**config.mk**
```make
export PLATFORM = sky130hd
export DESIGN_NAME = cpu_sequencer
export DESIGN_NICKNAME = d
export VERILOG_FILES = /design/src/rtl/cpu_sequencer.sv
export SDC_FILE = /design/constraint.sdc
export NUM_CORES = 1
export LEC_CHECK = 0
export BUFFER_PORTS_ARGS = -buffer_cell sky130_fd_sc_hd__buf_2
export CORE_MARGIN = 1
export CORE_UTILIZATION = 45
export CTS_BUF_LIST = sky130_fd_sc_hd__clkbuf_4
export DETAILED_ROUTE_END_ITERATION = 8
export GPL_TIMING_DRIVEN = 0
export PLACE_DENSITY = 0.76
export SKIP_CTS_REPAIR_TIMING = 1
export SYNTH_ARGS = -nofsm -noshare
export SYNTH_HDL_FRONTEND = slang
export SYNTH_SLANG_ARGS = --single-unit
```
**constraint.sdc**
```tcl
create_clock -name clk -period 1.66 [get_ports clk]
set_input_delay 0.083 -clock clk [delete_from_list [all_inputs] [get_ports clk]]
set_output_delay 0.083 -clock clk [all_outputs]
set_load 0.01 [all_outputs]
```
**src/rtl/cpu_sequencer.sv**
```systemverilog
// cpu_sequencer: multi-cycle FETCH/DECODE/FETCH_IMM/MEM/WB control that owns pc/ir/imm/mdr and the shared memory port.
// Optional macro SEQ_SINGLE_STEP_EN adds a step input and a PAUSE state after every write-back.
module cpu_sequencer #(
  parameter int                ADDR_W   = 8,
  parameter logic [ADDR_W-1:0] RESET_PC = '0
) (
  input  logic              clk,
  input  logic              rst_n,
`ifdef SEQ_SINGLE_STEP_EN
  input  logic              step,
`endif
  input  logic              dec_reg_write,
  input  logic              dec_mem_read,
  input  logic              dec_mem_write,
  input  logic              dec_two_byte,
  input  logic [ADDR_W-1:0] dmem_addr,
  output logic              mem_req,
  output logic              mem_we,
  output logic [ADDR_W-1:0] mem_addr,
  input  logic              mem_ack,
  input  logic [7:0]        mem_rdata,
  output logic [ADDR_W-1:0] pc,
  output logic [7:0]        ir,
  output logic [7:0]        imm,
  output logic [7:0]        mdr,
  output logic              rf_we,
  output logic              retire,
  output logic              halted
);

  typedef enum logic [2:0] {
    S_IDLE,
    S_FETCH,
    S_DECODE,
    S_FETCH_IMM,
    S_MEM,
    S_WB,
    S_HALT
`ifdef SEQ_SINGLE_STEP_EN
    , S_PAUSE
`endif
  } state_t;

  localparam logic [ADDR_W-1:0] PC_INC = {{(ADDR_W-1){1'b0}}, 1'b1};

  state_t            state_q, state_d;
  logic [ADDR_W-1:0] pc_q, pc_d;
  logic [7:0]        ir_q, ir_d;
  logic [7:0]        imm_q, imm_d;
  logic [7:0]        mdr_q, mdr_d;

  // Async reset returns to IDLE, so mem_req drops immediately even mid-transaction.
  always_ff @(posedge clk or negedge rst_n) begin
    if (!rst_n) begin
      state_q <= S_IDLE;
      pc_q    <= RESET_PC;
      ir_q    <= 8'h00;
      imm_q   <= 8'h00;
      mdr_q   <= 8'h00;
    end else begin
      state_q <= state_d;
      pc_q    <= pc_d;
      ir_q    <= ir_d;
      imm_q   <= imm_d;
      mdr_q   <= mdr_d;
    end
  end

  always_comb begin
    state_d  = state_q;
    pc_d     = pc_q;
    ir_d     = ir_q;
    imm_d    = imm_q;
    mdr_d    = mdr_q;
    mem_req  = 1'b0;
    mem_we   = 1'b0;
    mem_addr = pc_q;
    rf_we    = 1'b0;
    retire   = 1'b0;
    halted   = 1'b0;
    case (state_q)
      S_IDLE: state_d = S_FETCH;
      S_FETCH: begin
        mem_req = 1'b1;
        if (mem_ack) begin
          ir_d    = mem_rdata;
          pc_d    = pc_q + PC_INC;
          state_d = S_DECODE;
        end
      end
      S_DECODE: begin
        if (ir_q[7:4] == 4'hF)  state_d = S_HALT;
        else if (dec_two_byte)  state_d = S_FETCH_IMM;
        else                    state_d = S_WB;
      end
      S_FETCH_IMM: begin
        mem_req = 1'b1;
        if (mem_ack) begin
          imm_d   = mem_rdata;
          pc_d    = pc_q + PC_INC;
          state_d = (dec_mem_read || dec_mem_write) ? S_MEM : S_WB;
        end
      end
      S_MEM: begin
        mem_req  = 1'b1;
        mem_we   = dec_mem_write;
        mem_addr = dmem_addr;
        if (mem_ack) begin
          if (dec_mem_read) mdr_d = mem_rdata;
          state_d = S_WB;
        end
      end
      S_WB: begin
        rf_we  = dec_reg_write;
        retire = 1'b1;
`ifdef SEQ_SINGLE_STEP_EN
        state_d = S_PAUSE;
`else
        state_d = S_FETCH;
`endif
      end
      S_HALT: halted = 1'b1;
`ifdef SEQ_SINGLE_STEP_EN
      S_PAUSE: if (step) state_d = S_FETCH;
`endif
      default: state_d = S_IDLE;
    endcase
  end

  assign pc  = pc_q;
  assign ir  = ir_q;
  assign imm = imm_q;
  assign mdr = mdr_q;

endmodule

```
==> metrics <==
clock skew 0.00750 ns; Hold Vio Cnt, Final 0; most common cell after layout, fill and taps aside buf_2; Max Cap Viol 0; IO Port Bufs 67; worst slack, placed 0.0797 ns; H-tree depth 2; met2 Track Usage GR 31.0%; Comb power frac 4.6%; met3 global-route usage 5.88%; worst-path cell chain buf_6 -> nor3b_4 -> buf_6 -> mux2_4 -> buf_6; Leak 1.29 nW; GPL Wtd Cong 0.843; Seq/Total Area, Yosys 54.8%; Final Util 67.3%; FILL cells 268; initial antenna violation count 0; warnings from Yosys 0; CP delay by family, top buffers and inverters; failing checks setup timing; RSZ-0062 raised after global routing true; core footprint 0.00336 mm²; Finished Cell Area 0.00226 mm²; die width 61.6 µm; io pins 68; Ant. Diodes 0; Clock power frac 32.2%; Sink Count 35; top_reg_cell synth dfrtp_1; Synthesized Nets 145; first-pass detailed-route iteration total 4; number of global-route vias before repair 1073; CP most frequent cell buf_6; global-route wire length before repair 4.85 mm; Skew-Pair Late Insertion Delay 0.32 ns; Net Sw Frac 21.9%; critical path arrival 1.72 ns; Final WS setup -0.145 ns; most frequent cells in the layout buf_2, dfrtp_1, buf_6, mux2_2, mux2_1; Crit-path slowest cell dfrtp_1; number of distinct library cells after synthesis 28; CP Capture Type primary output; Avg Cell Area, Syn 13.2 µm²; Async SR Flop Fraction 100%; met1 usage 21.1%; Layout area overhead 41.6%; Final #Nets 229; CP bufs+invs 3; Worst Hold Slack 0.00122 ns; Post-Layout Cell Count 252; layout cells sized above 1 55.8%; hpwl dp 2.36 mm; minimum clock period 1.81 ns; EDFF count, synth 0; initial DRC count 44; largest net degree at the start of global routing 36; Power Density 595 mW/mm²; Root Buffer clkbuf_4; crit-path max cell delay 0.40 ns; Post-Syn Area 0.00160 mm²; Switching Power 0.000295 W; Detail Route Antenna Nets 0; via count 1240; relative slew slack 49.9%; Hold Path Class primary input to register; Die Footprint 0.00380 mm²; vias per inst 4.92; Total Routing Usage GR 18.2%; clock buffer count from CTS 5; status finished with violations; Starting Density 47.5%; fmax 0.554 GHz; Setup-failing EPs final 10; post-placement cell area 0.00199 mm²; wire per inst 13.9 µm; row cnt 21; Max Slew Vio Count 0; Seq pwr share 63.2%; placed insts 234; Max VDD drop 0.549 mV; Reg clk slew, reported paths 0.10 ns; Synth Instances 121; CTS tree done; grt ovf 0; GR peak layer met2; critical path class register to primary output; number of synthesized register bits 35; critical path launch point type register; Crit Path Max Fanout 8; die outline height 61.6 µm; Worst Path Required 1.58 ns; Worst Tran Pin Value 0.752 ns; Internal 0.00105 W; Routed WL 3.49 mm; Final period util 109%; maximum buffer depth of the clock tree 2; drt drc 0
[path summary, 6_finish.rpt]
check | start | endpoint | slack [ns] | depth (start not counted)
max | state_q[0] | mem_addr[0] | -0.15 | 5
min | mem_rdata[7] | mdr[7] | 0.001 | 2
max reg2reg | state_q[0] | mdr[3] | 0.08 | 5
min reg2reg | mdr[0] | mdr[0] | 0.49 | 1
max in group asynchronous | rst_n | state_q[2] | 0.78 | 2
min in group asynchronous | rst_n | pc[0] | 0.35 | 2
[metrics by stage]
step | total power [W] | setup TNS, ns
floorplan | 0.000874 | 0
global placement | 0.000919 | 0
detailed placement | 0.000923 | 0
CTS | 0.00136 | -2.09
global route | 0.00140 | -1.78
finish | 0.00135 | -1.14
[layout make-up]
type                       count  area (µm²)  share of cell area (%)
clock inverter                 2        7.51                   0.331
timing repair buffer          77         490                    21.7
tap                           46        57.6                    2.54
buffer                         5        52.6                    2.32
multi-input combinational     81         734                    32.4
clock buffer                   6        45.0                    1.99
sequential                    35         877                    38.7
[sequential cells by signal, indices dropped and copies added (netlist names)]
| signal | cells |
|---|---|
| pc | 8 |
| imm | 8 |
| mdr | 8 |
| state_q | 3 |
| ir | 8 |
[Yosys cell counts (2+ instances only)]
master    count  share of area [%]
buf_4         4                1.9
mux2_2       23                 16
and3_1        3                1.2
xnor2_1       5                2.7
nand2_1       7                1.6
xor2_1        3                1.6
dfrtp_1      35                 55
nand4_1       3                1.2
nor2_1        4               0.94
mux2_1        9                6.3
nor3_1        2               0.63
nand2b_1      4                1.6
and2_1        2               0.78
a21oi_1       2               0.63
nand3_1       2               0.63
[kinds of logic (layout without fill, tap and decap cells)]
family	count (synthesis)	in the layout	share of synthesized area [%]
flip-flops	35	35	54.8
buffers and inverters	5	90	2.19
XOR/XNOR	8	8	4.38
AO/OA/AOI/OAI	6	6	2.43
adder cells (fa/ha/maj)	1	1	0.782
multiplexers	32	32	22.5
AND/OR/NAND/NOR	34	34	12.9
[routing by layer]
layer,part of all wire [%],wire (µm),vias up
met5,0,0,-
met4,1.3,46,0
met3,6.9,241,5
met2,51,1780,54
met1,41,1430,590
li1,-,-,591
[power by group through the flow]
stage / Combinational [W] / Sequential (W) / Clock [W]
after floorplan: 0.00000520 / 0.000869 / 0
after global placement: 0.0000504 / 0.000869 / 0
after detailed placement: 0.0000545 / 0.000869 / 0
after CTS: 0.0000542 / 0.000852 / 0.000451
after global routing: 0.0000693 / 0.000852 / 0.000477
final: 0.0000617 / 0.000852 / 0.000435
No activity file was read; power rests on OpenSTA's default activity.
